==> src/rtl/flow_ctrl_unit.sv <==
// flow_ctrl_unit: program counter, status register and trap sequencing for flow-class ops.
// Optional macro FLOW_FLAG_BYPASS_EN lets conditional jumps see same-cycle ALU flags.
module flow_ctrl_unit #(
   parameter logic [19:0] RESET_PC    = 20'h00000,
   parameter logic [19:0] TRAP_VECTOR = 20'hFFF00
) (
   input  logic        clk,
   input  logic        rst,
   input  logic        op_valid,
   output logic        op_ready,
   input  logic [2:0]  op_code,
   input  logic [19:0] op_target,
   input  logic [2:0]  op_sr_imm,
   input  logic        alu_flag_valid,
   input  logic        alu_zero,
   input  logic        alu_carry,
   input  logic        alu_sign,
   input  logic        trap_clear,
   output logic [19:0] pc,
   output logic [3:0]  sr,
   output logic [19:0] epc,
   output logic        flush,
   output logic        trapped,
   output logic [1:0]  dbg_state
);

   typedef enum logic [1:0] {
      ST_RUN   = 2'd0,
      ST_FLUSH = 2'd1,
      ST_TRAP  = 2'd2
   } state_t;

   localparam logic [2:0] OP_TRAP = 3'd0;
   localparam logic [2:0] OP_NOP  = 3'd1;
   localparam logic [2:0] OP_JMP  = 3'd2;
   localparam logic [2:0] OP_JZ   = 3'd3;
   localparam logic [2:0] OP_JS   = 3'd4;
   localparam logic [2:0] OP_JZS  = 3'd5;
   localparam logic [2:0] OP_LSR  = 3'd6;
   localparam logic [2:0] OP_XSR  = 3'd7;

   state_t      state;
   logic        accept;
   logic        cond_zero;
   logic        cond_sign;
   logic        jump_taken;
   logic [19:0] pc_inc;

   // Handshake: an op transfers on the rising edge where op_valid && op_ready;
   // op_ready never depends on op_valid and is low throughout FLUSH, TRAP and reset.
   assign op_ready  = (state == ST_RUN) && !rst;
   assign accept    = op_valid && op_ready;
   assign pc_inc    = pc + 20'd1;
   assign dbg_state = state;

`ifdef FLOW_FLAG_BYPASS_EN
   assign cond_zero = alu_flag_valid ? alu_zero : sr[0];
   assign cond_sign = alu_flag_valid ? alu_sign : sr[2];
`else
   assign cond_zero = sr[0];
   assign cond_sign = sr[2];
`endif

   always_comb begin
      jump_taken = 1'b0;
      case (op_code)
         OP_JMP:  jump_taken = 1'b1;
         OP_JZ:   jump_taken = cond_zero;
         OP_JS:   jump_taken = cond_sign;
         OP_JZS:  jump_taken = cond_zero || cond_sign;
         default: jump_taken = 1'b0;
      endcase
   end

   // ALU flag write comes first so an accepted LSR/XSR later in the block overrides it.
   always_ff @(posedge clk) begin
      if (rst) begin
         state   <= ST_RUN;
         pc      <= RESET_PC;
         sr      <= 4'b0000;
         epc     <= 20'h00000;
         flush   <= 1'b0;
         trapped <= 1'b0;
      end else begin
         flush <= 1'b0;
         if (alu_flag_valid) begin
            sr[2:0] <= {alu_sign, alu_carry, alu_zero};
         end
         case (state)
            ST_RUN: begin
               if (accept) begin
                  case (op_code)
                     OP_TRAP: begin
                        epc     <= pc_inc;
                        pc      <= TRAP_VECTOR;
                        sr[3]   <= 1'b1;
                        flush   <= 1'b1;
                        trapped <= 1'b1;
                        state   <= ST_TRAP;
                     end
                     OP_JMP, OP_JZ, OP_JS, OP_JZS: begin
                        if (jump_taken) begin
                           pc    <= op_target;
                           flush <= 1'b1;
                           state <= ST_FLUSH;
                        end else begin
                           pc <= pc_inc;
                        end
                     end
                     OP_LSR: begin
                        sr[2:0] <= op_sr_imm;
                        pc      <= pc_inc;
                     end
                     OP_XSR: begin
                        sr[2:0] <= sr[2:0] ^ op_sr_imm;
                        pc      <= pc_inc;
                     end
                     default: pc <= pc_inc;
                  endcase
               end
            end
            ST_FLUSH: state <= ST_RUN;
            ST_TRAP: begin
               if (trap_clear) begin
                  pc      <= epc;
                  sr[3]   <= 1'b0;
                  flush   <= 1'b1;
                  trapped <= 1'b0;
                  state   <= ST_FLUSH;
               end
            end
            default: state <= ST_RUN;
         endcase
      end
   end

endmodule

==> config.mk <==
export PLATFORM = sky130hd
export DESIGN_NAME = flow_ctrl_unit
export DESIGN_NICKNAME = d
export VERILOG_FILES = /design/src/rtl/flow_ctrl_unit.sv
export SDC_FILE = /design/constraint.sdc
export NUM_CORES = 1
export LEC_CHECK = 0
export CORE_MARGIN = 4
export CORE_UTILIZATION = 51
export DETAILED_ROUTE_END_ITERATION = 16
export PLACE_DENSITY = 0.86
export SETUP_SLACK_MARGIN = 0.2
export SLEW_MARGIN = 20
export SYNTH_ARGS = -nofsm -noshare
export SYNTH_HDL_FRONTEND = slang
export SYNTH_SLANG_ARGS = --single-unit
==> constraint.sdc <==
create_clock -name clk -period 4.33 [get_ports clk]
set_clock_uncertainty 0.2 [all_clocks]
set_input_delay 0.866 -clock clk [delete_from_list [all_inputs] [get_ports clk]]
set_output_delay 0.866 -clock clk [all_outputs]
set_load 0.02 [all_outputs]
==> results of run 1 <==
-- cells in the final DEF (no fill, tap or decap), types with 3 or more instances in the layout --
cell type / instances
a21oi_1: 23
clkdlybuf4s50_1: 82
dfxtp_1: 48
nand4_1: 6
clkbuf_8: 6
a211oi_1: 22
nor3b_1: 3
or3_1: 4
a31oi_1: 3
o22ai_1: 4
o32ai_1: 3
nor2_1: 47
o21ai_0: 14
nand2b_1: 5
nor3_1: 21
o221ai_1: 4
buf_4: 6
a21o_1: 4
a22o_1: 3
inv_1: 5
a2111oi_1: 3
nor4_1: 4
xor2_1: 5
nand2_1: 21
xnor2_1: 10
nor2b_1: 3
nand3_1: 14
-- cell usage after synthesis, types with 6 or more instances --
master	instances
buf_2	7
dfxtp_1	48
nand3_1	14
xnor2_1	10
nor3_1	21
nor2_1	47
a21oi_1	23
clkbuf_1	12
nand2_1	21
a211oi_1	22
nand4_1	6
o21ai_0	14
-- how the worst min path moves through the flow --
stage / start / cells past startpoint / to / slack, ps
after global routing: epc[1] / 2 / epc[1] / 320
after CTS: trapped / 1 / trapped / 280
final: trapped / 1 / trapped / 270
after global placement: sr[3] / 1 / sr[3] / 250
after floorplan: epc[1] / 2 / epc[1] / 340
after detailed placement: trapped / 1 / trapped / 260
-- logic make-up after synthesis --
logic type      synth area share, %
compound gates                 26.6
buf+inv                        5.11
simple gates                   28.0
fa+ha+maj                     0.456
flops                          35.0
xor+xnor                       4.79
-- flip-flops by register name, summed over array words and instances, names as in the netlist --
name       flops
dbg_state      2
flush          1
pc            20
sr             4
trapped        1
epc           20
-- worst max-delay path, stage by stage --
cell and delay [ps]:
clkdlybuf4s50_1 540, or2_2 390, nor2_1 100, clkdlybuf4s50_1 600
-- power breakdown --
group,total [mW],switching (mW),leakage [nW],internal (mW)
clock,0.283,0.152,0.0455,0.131
combinational,0.257,0.132,0.815,0.125
sequential,0.503,0.0374,0.392,0.466
total,1.04,0.321,1.25,0.722
-- area by class of cell --
class / instances / area (µm²) / area share (%)
repair buffers: 88 / 866 / 23.6
flip-flops and latches: 48 / 961 / 26.2
multi-input cells: 267 / 1640 / 44.8
inverters: 5 / 18.8 / 0.512
clock buffers: 8 / 90.1 / 2.46
well taps: 70 / 87.6 / 2.39
-- routing by layer --
layer  wire (µm)  share of wire, %  vias to the layer above
li1            -                 -                     1430
met1        3670                44                     1393
met2        3830                46                      149
met3         689               8.3                       12
met4         115               1.4                        0
met5           0                 0                        -
==> impl_metrics.yaml, run 1 <==
outcome:
  outcome: "completed"
cells_and_area:
  utilization_pct: 70.9
  n_antenna_cell: 0
  final_area_um2: 3670
  drive_gt1_share_pct: 5.05
  area_growth_syn_to_layout_pct: 33.6
  final_nets: 450
  fillers: 441
  instances_no_fill: 486
floorplan:
  die_area_um2: 6620
  initial_utilization_pct: 53.0
  die_h_um: 81.4
  core_um2: 5170
  num_io_pins: 83
  die_w_um: 81.4
  rows: 26
logic_synthesis:
  synth_edf_count: 0
  ys_warn_count: 0
  netlist_area_um2: 2740
  synth_top_area_cell: "dfxtp_1"
  synth_top_cell_area_share_pct: 35.0
  seq_area_frac_synth_pct: 35.0
  synth_cell_types: 58
  synth_nets: 378
  synthFlopType: "dfxtp_1"
  synth_area_per_cell_um2: 8.00
  async_flop_share_pct: 0
  ys_ff_latch: 48
  synth.area.top_cells: "dfxtp_1 (35%), nor2_1 (6.4%), a211oi_1 (6.0%)"
  synth_cells: 343
clock_network:
  cts_setup_buffers: 0
  cts_hold_buffers: 0
  htreeDepth: 2
  cts_num_sinks: 48
  cts_resized: 0
  root_buffer: "clkbuf_8"
  cts_inserted_buffers: 5
  clk_pin_slew_ps: 90
  insertion_delay_ps: 300
  cts_tree: "built"
  clk_path_buf_depth: 2
flow_run:
  cap_violations: 0
worst_setup_path:
  arrival_ps: 2500
  r2r_start: "dbg_state[1]"
  r2r_end: "pc[14]"
  crit_end: "op_ready"
  crit_path_end_kind: "output pin"
  cp_max_fo: 7
  crit_start: "rst"
  worstSetupPathType: "in2out"
  rrSetupSlack_ps: 1750
  worstSetupStartpointType: "input port"
  r2r_cells: 5
  crit_required_ps: 3260
min_path:
  hold_path.class: "reg2reg"
place:
  portBuffers: 82
  dp.cells: 478
  place_ws_ps: 781
  place_area_um2: 3580
  place_congestion: 0.928
  post-dp-hpwl_um: 5910
power_and_ir_drop:
  ir_drop_v: 0.000189
  p_total_mw: 1.04
  powerDensity_nw_per_um2: 285
  p_leak_nw: 1.25
global_routing:
  met3_usage_pct: 5.88
  grt_pass1_vias: 2804
  grt_pass1_wl_um: 13600
  antenna_found_initial: 0
  use_met1_pct: 35.0
  top_usage_layer: "met2"
  grt_overflow_total: 0
  grt_max_degree: 38
  met2_usage_pct: 41.9
  grt_usage_pct: 26.2
sta:
  period_share_pct: 82.4
  hold_viol_final: 0
  slew_headroom_pct: 50.7
  setup_tns_ps: 0
  fmax_mhz: 280
  tightest_slew_ps: 739
  slew_viol_final: 0
  setup_slack_ps: 764
  rsz0062_at_grt: "no"
  finalCriticalPeriod_ps: 3570
  setup-violations-final: 0
  timing.hold.ws_ps: 274
route:
  wl_um: 8310
  wl_per_cell_um: 17.1
  remaining_drc_errors: 0
  first_pass_iters: 5
  vias_per_cell: 6.14
  vias: 2984
  drt_iter0_markers: 239
  detail-route-antenna-nets: 0
(Power assumes the default switching activity.)
==> run 2: changes to the inputs <==
--- a/config.mk
+++ b/config.mk
@@ -6,9 +6,9 @@
 export NUM_CORES = 1
 export LEC_CHECK = 0
 export CORE_MARGIN = 4
-export CORE_UTILIZATION = 51
+export CORE_UTILIZATION = 47
 export DETAILED_ROUTE_END_ITERATION = 16
-export PLACE_DENSITY = 0.86
+export PLACE_DENSITY = 0.8
 export SETUP_SLACK_MARGIN = 0.2
 export SLEW_MARGIN = 20
 export SYNTH_ARGS = -nofsm -noshare
==> constraint.sdc (replaced) <==
create_clock -name clk -period 3.6 [get_ports clk]
set_clock_uncertainty 0.2 [all_clocks]
set_input_delay 0.72 -clock clk [delete_from_list [all_inputs] [get_ports clk]]
set_output_delay 0.72 -clock clk [all_outputs]
set_load 0.02 [all_outputs]
==> run 2 against run 1 <==
  * Non-clock buffer count increased by 2
  * Sequential cell count stayed put
  * Clock-buffer cell count fell by 3
  * Combinational power rose by 22%
  * Largest cell class unchanged
  * Critical path depth stayed put
  * Sequential power rose by 20%
  * Final area grew 0.41%
  * Sequential share of layout area is 0.11 points lower
  * Die area increased by 7.7%
  * Wire length is 1.0% lower
  * Register-to-register slack got worse by 630 ps
  * Setup slack lost 320 ps
==> impl_metrics.yaml, run 2 (synthesized netlist as in run 1, its figures left out) <==
min_path:
  hold_path.class: "reg2reg"
place:
  place_ws_ps: 399
  portBuffers: 82
  place_congestion: 0.904
  post-dp-hpwl_um: 5930
  place_area_um2: 3590
clock_network:
  clk_path_buf_depth: 2
  cts_inserted_buffers: 5
  cts_hold_buffers: 0
  root_buffer: "clkbuf_8"
  insertion_delay_ps: 310
  cts_tree: "built"
  clk_pin_slew_ps: 90
  htreeDepth: 2
  cts_resized: 0
  cts_setup_buffers: 0
  cts_num_sinks: 48
route:
  remaining_drc_errors: 0
  wl_um: 8220
  detail-route-antenna-nets: 0
  drt_iter0_markers: 227
  vias: 2953
  wl_per_cell_um: 16.8
  vias_per_cell: 6.03
  first_pass_iters: 5
outcome:
  outcome: "completed"
sta:
  fmax_mhz: 317
  finalCriticalPeriod_ps: 3150
  tightest_slew_ps: 721
  hold_viol_final: 0
  setup_tns_ps: 0
  setup_slack_ps: 448
  slew_headroom_pct: 51.9
  slew_viol_final: 0
  setup-violations-final: 0
  rsz0062_at_grt: "no"
  period_share_pct: 87.6
power_and_ir_drop:
  ir_drop_v: 0.000226
  powerDensity_nw_per_um2: 338
  p_leak_nw: 1.26
global_routing:
  grt_overflow_total: 0
  grt_pass1_wl_um: 13600
  grt_max_degree: 41
  antenna_found_initial: 0
  grt_pass1_vias: 2834
  grt_usage_pct: 23.1
  met2_usage_pct: 38.7
  use_met1_pct: 30.8
  top_usage_layer: "met2"
  met3_usage_pct: 4.32
worst_setup_path:
  worstSetupPathType: "in2out"
  worstSetupStartpointType: "input port"
  crit_required_ps: 2680
  arrival_ps: 2230
  crit_path_end_kind: "output pin"
  cp_max_fo: 6
floorplan:
  die_h_um: 84.4
  initial_utilization_pct: 49.2
  die_w_um: 84.4
  rows: 27
  num_io_pins: 83
  die_area_um2: 7120
  core_um2: 5570
flow_run:
  cap_violations: 0
cells_and_area:
  drive_gt1_share_pct: 5.98
  final_cell_mix: "clkdlybuf4s50_1 (82), dfxtp_1 (48), nor2_1 (47)"
  final_area_um2: 3680
  area_growth_syn_to_layout_pct: 34.2
  final_common_cell: "clkdlybuf4s50_1"
  n_antenna_cell: 0
  reg.largest.list: "epc: 20 flops, pc: 20 flops, sr: 4 flops"
  final_nets: 452
[run 2: cell count changes in the layout (fill, tap and decap cells not counted)]
cell / previous run / this run
buf_4: 6 / 8
clkinv_4: 0 / 1
clkbuf_1: 2 / 0
clkbuf_8: 6 / 5
clkinv_2: 0 / 2
[run 2: critical path, stage by stage]
cell	delay (ps)
clkdlybuf4s50_1	440
or2_2	350
nor2_1	110
clkdlybuf4s50_1	610
[run 2: through the flow]
stage               total power, mW  std cells  utilization (%)  hold slack, ps
floorplan                     0.787        343                -             344
global placement              0.922        482             64.5             255
detailed placement            0.926        482             64.5             256
CTS                            1.24        490             66.0             277
global route                   1.30        490             66.0             306
finish                         1.25        490             66.0             276
[run 2: path summary, 6_finish.rpt]
kind / slack, ps / start / depth (start not counted) / endpoint
worst max-delay path: 450 / rst / 4 / op_ready
worst min-delay path: 280 / trapped / 1 / trapped
worst max register to register: 1120 / dbg_state[0] / 5 / pc[14]
worst min register to register: 280 / trapped / 1 / trapped
[run 2: final cells by class]
cell class / instances / area, µm²
Multi-Input combinational cell: 267 / 1640
Inverter: 5 / 18.8
Sequential cell: 48 / 961
Timing Repair Buffer: 90 / 881
Fill cell: 521 / 1890
Clock buffer: 5 / 68.8
Clock inverter: 3 / 18.8
Tap cell: 72 / 90.1
[run 2: where the power goes]
part           internal [mW]  switching, mW
logic                  0.153          0.161
clock network          0.136          0.191
registers              0.560         0.0438
total                  0.849          0.396
[run 2: layer usage]
layer,wire length (µm),vias to the layer above
met2,3870,116
met4,104,0
li1,-,1431
met5,0,-
met1,3690,1395
met3,559,11
